**src/rtl/axis_vgen_pkg.sv**
```systemverilog
// Shared encodings for the AXI4-Stream video pattern generator: FSM states,
// pattern selectors and the fixed colour constants used by the pixel function.
package axis_vgen_pkg;

  localparam logic [1:0] ST_IDLE   = 2'd0;
  localparam logic [1:0] ST_ACTIVE = 2'd1;
  localparam logic [1:0] ST_HBLANK = 2'd2;

  typedef enum logic [1:0] {
    PAT_SOLID = 2'd0,
    PAT_BARS  = 2'd1,
    PAT_GRID  = 2'd2,
    PAT_RAMP  = 2'd3
  } pattern_e;

  localparam logic [23:0] BAR_WHITE   = 24'hFFFFFF;
  localparam logic [23:0] BAR_YELLOW  = 24'hFFFF00;
  localparam logic [23:0] BAR_CYAN    = 24'h00FFFF;
  localparam logic [23:0] BAR_GREEN   = 24'h00FF00;
  localparam logic [23:0] BAR_MAGENTA = 24'hFF00FF;
  localparam logic [23:0] BAR_RED     = 24'hFF0000;
  localparam logic [23:0] BAR_BLUE    = 24'h0000FF;
  localparam logic [23:0] BAR_BLACK   = 24'h000000;

  localparam logic [23:0] GRID_CROSS = 24'hFF0000;
  localparam logic [23:0] GRID_LINE  = 24'hFFFFFF;
  localparam logic [23:0] GRID_BG    = 24'h000000;

  function automatic logic [23:0] bar_color(input logic [2:0] idx);
    logic [23:0] c;
    case (idx)
      3'd0:    c = BAR_WHITE;
      3'd1:    c = BAR_YELLOW;
      3'd2:    c = BAR_CYAN;
      3'd3:    c = BAR_GREEN;
      3'd4:    c = BAR_MAGENTA;
      3'd5:    c = BAR_RED;
      3'd6:    c = BAR_BLUE;
      default: c = BAR_BLACK;
    endcase
    return c;
  endfunction

endpackage

```
**src/rtl/axis_vgen_pattern.sv**
```systemverilog
// Combinational pixel function: maps the coordinates of the beat being loaded
// (plus bar index, latched pattern/colour and frame number) to an RGB888 value.
module axis_vgen_pattern
  import axis_vgen_pkg::*;
#(
  parameter int WIDTH        = 1920,
  parameter int HEIGHT       = 1080,
  parameter int COORD_WIDTH  = 16,
  parameter int GRID_SPACING = 64
) (
  input  logic [COORD_WIDTH-1:0] x,
  input  logic [COORD_WIDTH-1:0] y,
  input  logic [2:0]             bar_idx,
  input  logic [1:0]             pattern,
  input  logic [23:0]            color,
  input  logic [7:0]             frame,
  output logic [23:0]            pixel
);

  localparam logic [COORD_WIDTH-1:0] X_MID     = COORD_WIDTH'(WIDTH / 2);
  localparam logic [COORD_WIDTH-1:0] Y_MID     = COORD_WIDTH'(HEIGHT / 2);
  localparam logic [COORD_WIDTH-1:0] X_LAST    = COORD_WIDTH'(WIDTH - 1);
  localparam logic [COORD_WIDTH-1:0] Y_LAST    = COORD_WIDTH'(HEIGHT - 1);
  localparam logic [COORD_WIDTH-1:0] GRID_MASK = COORD_WIDTH'(GRID_SPACING - 1);

  logic on_cross;
  logic on_grid;

  always_comb begin
    on_cross = (x == X_MID) || (y == Y_MID);
    // Pitch is a power of two, so the modulo reduces to masking the low bits.
    on_grid  = ((x & GRID_MASK) == '0) || ((y & GRID_MASK) == '0) ||
               (x == X_LAST) || (y == Y_LAST);
    pixel    = '0;
    case (pattern)
      PAT_SOLID: pixel = color;
      PAT_BARS:  pixel = bar_color(bar_idx);
      PAT_GRID:  pixel = on_cross ? GRID_CROSS : (on_grid ? GRID_LINE : GRID_BG);
      PAT_RAMP:  pixel = {x[7:0], y[7:0], frame};
      default:   pixel = '0;
    endcase
  end

endmodule

```
**src/rtl/axis_video_pattern_gen.sv**
```systemverilog
// AXI4-Stream raster test-pattern source (solid, bars, grid, ramp).
// Define AXIS_VGEN_HBLANK_EN to insert an H_BLANK-cycle idle gap after every line.
module axis_video_pattern_gen
  import axis_vgen_pkg::*;
#(
  parameter int WIDTH        = 1920,
  parameter int HEIGHT       = 1080,
  parameter int DATA_WIDTH   = 24,
  parameter int COORD_WIDTH  = 16,
  parameter int GRID_SPACING = 64,
  parameter int H_BLANK      = 16
) (
  input  logic                  clk,
  input  logic                  rst_n,
  input  logic                  enable,
  input  logic [1:0]            pattern_sel,
  input  logic [DATA_WIDTH-1:0] solid_color,
  output logic [DATA_WIDTH-1:0] m_axis_tdata,
  output logic                  m_axis_tvalid,
  output logic                  m_axis_tlast,
  output logic                  m_axis_tuser,
  input  logic                  m_axis_tready,
  output logic                  frame_done,
  output logic [15:0]           frame_cnt,
  output logic                  busy
);

  if (DATA_WIDTH != 24) begin : g_bad_data_width
    $error("axis_video_pattern_gen supports only DATA_WIDTH=24");
  end
  if (H_BLANK < 0) begin : g_bad_hblank
    $error("axis_video_pattern_gen requires H_BLANK >= 0");
  end

  localparam logic [COORD_WIDTH-1:0] X_LAST   = COORD_WIDTH'(WIDTH - 1);
  localparam logic [COORD_WIDTH-1:0] Y_LAST   = COORD_WIDTH'(HEIGHT - 1);
  localparam logic [COORD_WIDTH-1:0] BAR_LAST = COORD_WIDTH'(WIDTH / 8 - 1);

  // Valid/ready: a beat transfers on a rising edge where tvalid and tready are
  // both high; once tvalid is raised, tdata/tlast/tuser hold until that edge.
  logic [1:0]             state;
  logic [COORD_WIDTH-1:0] x_q, y_q, bar_cnt_q;
  logic [2:0]             bar_idx_q;
  logic [1:0]             pat_q;
  logic [DATA_WIDTH-1:0]  color_q;
  logic [15:0]            frames_q;
  logic                   done_pend;
`ifdef AXIS_VGEN_HBLANK_EN
  localparam logic [15:0] HB_LOAD = 16'(H_BLANK - 1);
  logic [15:0]            hb_cnt;
`endif

  logic                   accept, line_end, frame_end, start;
  logic                   last_accept, new_frame, advance, load;
  logic [COORD_WIDTH-1:0] x_nxt, y_nxt, bar_cnt_nxt;
  logic [2:0]             bar_idx_nxt;
  logic [1:0]             pat_nxt;
  logic [DATA_WIDTH-1:0]  color_nxt;
  logic [15:0]            frame_nxt;
  logic [DATA_WIDTH-1:0]  pixel;

  assign busy        = (state != ST_IDLE);
  assign accept      = m_axis_tvalid && m_axis_tready;
  assign line_end    = (x_q == X_LAST);
  assign frame_end   = line_end && (y_q == Y_LAST);
  assign start       = (state == ST_IDLE) && enable;
  assign last_accept = (state == ST_ACTIVE) && accept && frame_end;
  assign new_frame   = start || (last_accept && enable);
  assign advance     = (state == ST_ACTIVE) && accept && !frame_end;
  assign load        = new_frame || advance;

  // Frame settings are re-latched only at a frame boundary.
  assign pat_nxt   = new_frame ? pattern_sel : pat_q;
  assign color_nxt = new_frame ? solid_color : color_q;
  assign frame_nxt = last_accept ? frames_q + 16'd1 : frames_q;

  always_comb begin
    x_nxt       = x_q;
    y_nxt       = y_q;
    bar_cnt_nxt = bar_cnt_q;
    bar_idx_nxt = bar_idx_q;
    if (new_frame) begin
      x_nxt       = '0;
      y_nxt       = '0;
      bar_cnt_nxt = '0;
      bar_idx_nxt = '0;
    end else if (line_end) begin
      x_nxt       = '0;
      y_nxt       = y_q + 1'b1;
      bar_cnt_nxt = '0;
      bar_idx_nxt = '0;
    end else begin
      x_nxt = x_q + 1'b1;
      if (bar_cnt_q == BAR_LAST) begin
        bar_cnt_nxt = '0;
        bar_idx_nxt = bar_idx_q + 3'd1;
      end else begin
        bar_cnt_nxt = bar_cnt_q + 1'b1;
      end
    end
  end

  axis_vgen_pattern #(
    .WIDTH       (WIDTH),
    .HEIGHT      (HEIGHT),
    .COORD_WIDTH (COORD_WIDTH),
    .GRID_SPACING(GRID_SPACING)
  ) u_pattern (
    .x      (x_nxt),
    .y      (y_nxt),
    .bar_idx(bar_idx_nxt),
    .pattern(pat_nxt),
    .color  (color_nxt),
    .frame  (frame_nxt[7:0]),
    .pixel  (pixel)
  );

  always_ff @(posedge clk or negedge rst_n) begin
    if (!rst_n) begin
      state         <= ST_IDLE;
      x_q           <= '0;
      y_q           <= '0;
      bar_cnt_q     <= '0;
      bar_idx_q     <= '0;
      pat_q         <= '0;
      color_q       <= '0;
      frames_q      <= '0;
      done_pend     <= 1'b0;
      frame_done    <= 1'b0;
      frame_cnt     <= '0;
      m_axis_tdata  <= '0;
      m_axis_tvalid <= 1'b0;
      m_axis_tlast  <= 1'b0;
      m_axis_tuser  <= 1'b0;
`ifdef AXIS_VGEN_HBLANK_EN
      hb_cnt        <= '0;
`endif
    end else begin
      // frames_q feeds the ramp immediately; the visible count lags one edge.
      done_pend  <= last_accept;
      frame_done <= done_pend;
      frames_q   <= frame_nxt;
      if (done_pend) frame_cnt <= frame_cnt + 16'd1;

      if (load) begin
        x_q          <= x_nxt;
        y_q          <= y_nxt;
        bar_cnt_q    <= bar_cnt_nxt;
        bar_idx_q    <= bar_idx_nxt;
        pat_q        <= pat_nxt;
        color_q      <= color_nxt;
        m_axis_tdata <= pixel;
        m_axis_tlast <= (x_nxt == X_LAST);
        m_axis_tuser <= (x_nxt == '0) && (y_nxt == '0);
      end

      case (state)
        ST_IDLE: begin
          if (start) begin
            state         <= ST_ACTIVE;
            m_axis_tvalid <= 1'b1;
          end
        end
        ST_ACTIVE: begin
          if (accept) begin
            if (frame_end && !enable) begin
              state         <= ST_IDLE;
              m_axis_tvalid <= 1'b0;
            end
`ifdef AXIS_VGEN_HBLANK_EN
            else if (line_end && (H_BLANK > 0)) begin
              // Next beat is already loaded; only tvalid is held off.
              state         <= ST_HBLANK;
              m_axis_tvalid <= 1'b0;
              hb_cnt        <= HB_LOAD;
            end
`endif
          end
        end
`ifdef AXIS_VGEN_HBLANK_EN
        ST_HBLANK: begin
          if (hb_cnt == '0) begin
            state         <= ST_ACTIVE;
            m_axis_tvalid <= 1'b1;
          end else begin
            hb_cnt <= hb_cnt - 16'd1;
          end
        end
`endif
        default: begin
          state         <= ST_IDLE;
          m_axis_tvalid <= 1'b0;
        end
      endcase
    end
  end

endmodule
```
**config.mk**
```make
export PLATFORM = sky130hd
export DESIGN_NAME = axis_video_pattern_gen
export DESIGN_NICKNAME = d
export VERILOG_FILES = /design/src/rtl/axis_vgen_pkg.sv /design/src/rtl/axis_vgen_pattern.sv /design/src/rtl/axis_video_pattern_gen.sv
export SDC_FILE = /design/constraint.sdc
export NUM_CORES = 1
export LEC_CHECK = 0
export ABC_AREA = 1
export CORE_MARGIN = 5
export CORE_UTILIZATION = 35
export DETAILED_ROUTE_END_ITERATION = 8
export PLACE_DENSITY_LB_ADDON = 0.15
export SLEW_MARGIN = 10
export SYNTH_ARGS = -nofsm -noshare
export SYNTH_HDL_FRONTEND = slang
export SYNTH_SLANG_ARGS = --single-unit
export TNS_END_PERCENT = 100
```
**constraint.sdc**
```tcl
create_clock -name clk -period 2.19 [get_ports clk]
set_input_delay 0.438 -clock clk [delete_from_list [all_inputs] [get_ports clk]]
set_output_delay 0.438 -clock clk [all_outputs]
set_load 0.02 [all_outputs]
```
==> metrics.md <==
| Metric | Value |
|---|---|
| Status | finished, violations left |
| Failing checks | setup timing |
| Core area | 21,890 um2 |
| Crit-path max cell delay | 0.40 ns |
| Worst path cell trace | ha_4, nand2_4, nor2_4, nand2_2, nor2_4, nand3_2, nand2_2, nand2_4, buf_6, buf_16, nand2_2, nand2_2, nor2_4, nand2_2, nor2_4, nor2_4, nand3_4, nand2_2, nand2_1, nand2_1 |
| Clk_lat worst skew | 0.42 ns |
| Routability congestion estimate from global placement | just under 0.9 |
| Chip height | 159.2 um |
| Tmin final | 2.646 ns |
| Worst flop-to-flop path startpoint | x_q[0]$_DFFE_PN0P_ |
| Arrival time at the worst endpoint | 2.95 ns |
| First-pass GRT wire length | 41,230 um |
| 1st-pass router iterations | 5 |
| Ys async rst share | 100.0% |
| Total global routing overflow | 0 |
| Layout Nets | 1,420 |
| Vias per cell | roughly 4.8 |
| Pins Over Slew Limit | 0 |
| Ranking of synthesized cells by area | dfrtp_1, nand2_1, inv_1, nor2_1, o21ai_0 |
| Largest net degree at the start of global routing | 51 |
| Final Hold Viols | 0 |
| Antenna viol nets, final | 0 |
| Mapped cell area | between 7000 and 8000 um2 |
| PortBufs | 74 |
| Seq. cell area | 3254 um2 |
| GRT busiest layer | met2 |
| DRT Wirelength | between 20,000 and 25,000 um |
| Clk sinks | 130 |
| Multi-input gate area | 4282 um2 |
| Grt met2 use | 31.54% |
| Slew @ Worst Pin | about 0.51 ns |
| Cells after synthesis | 1,097 |
| CTS tree | built |
| Worst-path clk slew | 0.06 ns |
| Total design power | 8293 uW |
| Cell family with most CP delay | simple AND/OR/NAND/NOR gates |
| Met3 Track Usage GR | 3.158% |
| IO Count | 75 |
| Final Cycle Share | 120.8% |
| Synth cell types | 38 |
| Detailed Route Iter0 Violations | 434 |
| Setup Skew | 0.01541 ns |
| Hold path endpoint | frame_cnt[15]$_DFFE_PN0P_ |
| Setup violators final | 75 |
| Global-route total usage across every layer | 19.59% |
| Final Cell Area | 11,800 um2 |
| Row Count | between 50 and 60 |
| Final worst slack | -0.4562 ns |
| R2r endpoint | m_axis_tdata[0]$_DFFE_PN0P_ |
| Critical path's slowest cell | dfrtp_1 |
| Crit start category | flop |
| Power per cell area | approximately 700 nW/um2 |
| Cell mode on critical path | nand2_2 |
| # fillers | around 2,100 |
| FF+latch count, synth | 130 |
| RSZ-0062 raised after global routing | yes |
| Mean routed wirelength per cell | 14.75 um |
| Vias after detailed routing | 8,023 |
| EDFF count, synth | 0 |
| Die area | 25,340 um2 |
| Headroom to the max-slew limit | 65.51% |
| ANT cells | 0 |
| Ys Warns | 0 |
| Layout cells sized above 1 | 29.28% |
| F_max | 0.3779 GHz |
| # DRC | 0 |
| Crit Path Class | flop to flop |
| Placement Cell Area | 10,340 um2 |
| P&R area growth vs syn | 51.52% |
| Num CTS Buffers | 17 |
| Final Util | 53.91% |
| Starting Density | 35.58% |
| Sequential-to-total area share from yosys stat | 41.77% |
| CP Buf/Inv Count | 2 |
| Met1 usage | between 20% and 30% |
| Dpl hpwl | 17,840 um |
| Clock root buffer master | clkbuf_16 |
| Hold depth | 1 |
| Worst R2R Path Depth | 20 |
| Worst hold slack | 0.4721 ns |
| Avg Cell Area, Syn | roughly 7 um2 |
| Net Count, Synth | 1,133 |
| Setup Slack @ Placement | -0.4959 ns |
| Pleak | 0.005878 uW |
| Top FF cell, synth | dfrtp_1 |
| Max Root-Sink Buffers | 2 |
| Initial antenna violation count | 0 |
| Hold path startpoint | frame_cnt[15]$_DFFE_PN0P_ |
| Worst vdd ir | 621.7 uV |
| Worst Path Required | 2.50 ns |
| Number of global-route vias before repair | 8,096 |
| Reg2Reg Setup Slack | -0.46 ns |
| Endpoint type of the worst setup path | flop |
| Synth area leader | dfrtp_1 |
| Number of max-cap violations | 0 |
| Top-area cell type share of the netlist area | roughly two fifths |
| CP max FO | 8 |
| Worst min path class | flop to flop |
| H-tree depth | 4 |
| DIE WIDTH | around 160 um |
==> cells in the mapped netlist (2+ instances only) <==
| master | instances |
|---|---|
| nand2_1 | 327 |
| inv_1 | 151 |
| dfrtp_1 | 130 |
| nor2_1 | 127 |
| o21ai_0 | 67 |
| nand3_1 | 65 |
| xor2_1 | 28 |
| nor3_1 | 27 |
| mux2i_1 | 25 |
| nand4_1 | 19 |
| clkbuf_1 | 15 |
| o22ai_1 | 13 |
| a21oi_1 | 10 |
| inv_2 | 10 |
| o21ai_1 | 10 |
| a31oi_1 | 8 |
| buf_2 | 8 |
| nand2_2 | 8 |
| ha_1 | 6 |
| buf_6 | 5 |
| xnor2_1 | 5 |
| nand3_2 | 4 |
| nor2_2 | 4 |
| nor4_1 | 4 |
| buf_1 | 3 |
| buf_4 | 3 |
| a211oi_1 | 2 |
| nor2_4 | 2 |
| or2_2 | 2 |
==> worst register-to-register path, cell delays in order (launching register included) <==
cell,delay [ns]
dfrtp_1,0.40
ha_4,0.18
nand2_4,0.06
nor2_4,0.15
nand2_2,0.10
nor2_4,0.14
nand3_2,0.09
nand2_2,0.11
nand2_4,0.09
buf_6,0.17
buf_16,0.13
nand2_2,0.06
nand2_2,0.07
nor2_4,0.16
nand2_2,0.09
nor2_4,0.13
nor2_4,0.07
nand3_4,0.14
nand2_2,0.08
nand2_1,0.07
nand2_1,0.05
==> sequential cells by signal, indices dropped and copies added (netlist names) <==
name           cells
bar_idx_q          3
m_axis_tlast       1
frames_q           8
frame_cnt         16
y_q               16
m_axis_tuser       1
bar_cnt_q         16
m_axis_tvalid      1
pat_q              2
m_axis_tdata      24
done_pend          1
frame_done         1
color_q           24
x_q               16
==> repair_timing <==
action,4_1_cts,5_1_grt
hold endpoints to repair,38,0
gates resized for setup,82,90
hold buffers,1,0
buffers inserted,11,9
endpoints found under the setup margin,62,87
cloned,5,0
pin swaps,14,50
==> cells by family after synthesis <==
family	Yosys count	share of synthesized area, %
AOI/OAI and AO/OA	115	8.064
muxes	25	3.213
xor gates and xnor gates	33	3.711
and+or+nand+nor	593	32.13
adders and majority gates	6	0.9638
DFF	130	41.77
buffers and inverters	195	10.15
==> power by group <==
group | switching [uW] | internal (uW) | total [uW]
Combinational | 1240 | 1090 | 2340
Clock | 1240 | 1830 | 3070
Sequential | 194 | 2690 | 2890
Total | 2670 | 5620 | 8290
==> cell type report <==
cell class	instances	share of cell area, %
Multi-Input combinational cell	773	36.28
Sequential cell	130	27.58
Timing Repair Buffer	301	22.77
Inverter	161	5.163
Clock buffer	17	3.605
Tap cell	280	2.969
Clock inverter	15	1.633
==> worst max-delay path by stage <==
stage | from | end | slack, ns | cells past startpoint
after floorplan | x_q[0]$_DFFE_PN0P_ | m_axis_tdata[7]$_DFFE_PN0P_ | -0.15 | 21
after global placement | m_axis_tready | m_axis_tdata[13]$_DFFE_PN0P_ | -0.51 | 17
after detailed placement | m_axis_tready | m_axis_tdata[13]$_DFFE_PN0P_ | -0.50 | 17
after CTS | x_q[1]$_DFFE_PN0P_ | m_axis_tdata[6]$_DFFE_PN0P_ | -0.37 | 21
after global routing | x_q[0]$_DFFE_PN0P_ | m_axis_tdata[0]$_DFFE_PN0P_ | -0.59 | 18
final | x_q[0]$_DFFE_PN0P_ | m_axis_tdata[0]$_DFFE_PN0P_ | -0.46 | 20
==> layer usage <==
layer / part of all wire (%) / vias up
li1: - / 4047
met1: 48 / 3781
met2: 47 / 172
met3: 4.0 / 23
met4: 1.6 / 0
met5: 0 / -
==> layout by cell type, fill, tap and decap left out, types with 25 or more instances in the layout <==
master / n
clkdlybuf4s50_1: 73
inv_1: 145
nand2_2: 45
dfrtp_1: 129
nor2_1: 106
nand3_1: 51
buf_4: 196
mux2i_1: 25
o21ai_0: 54
nand2_1: 283
==> metrics by stage <==
step | setup TNS (ns) | instances
4_1_cts | -8.673 | 1671
2_1_floorplan | -2.340 | 1097
3_3_place_gp | -17.50 | 1622
3_5_place_dp | -17.16 | 1622
5_1_grt | -24.05 | 1677
6_report | -15.01 | 1677
No activity file was read; power rests on OpenSTA's default activity.
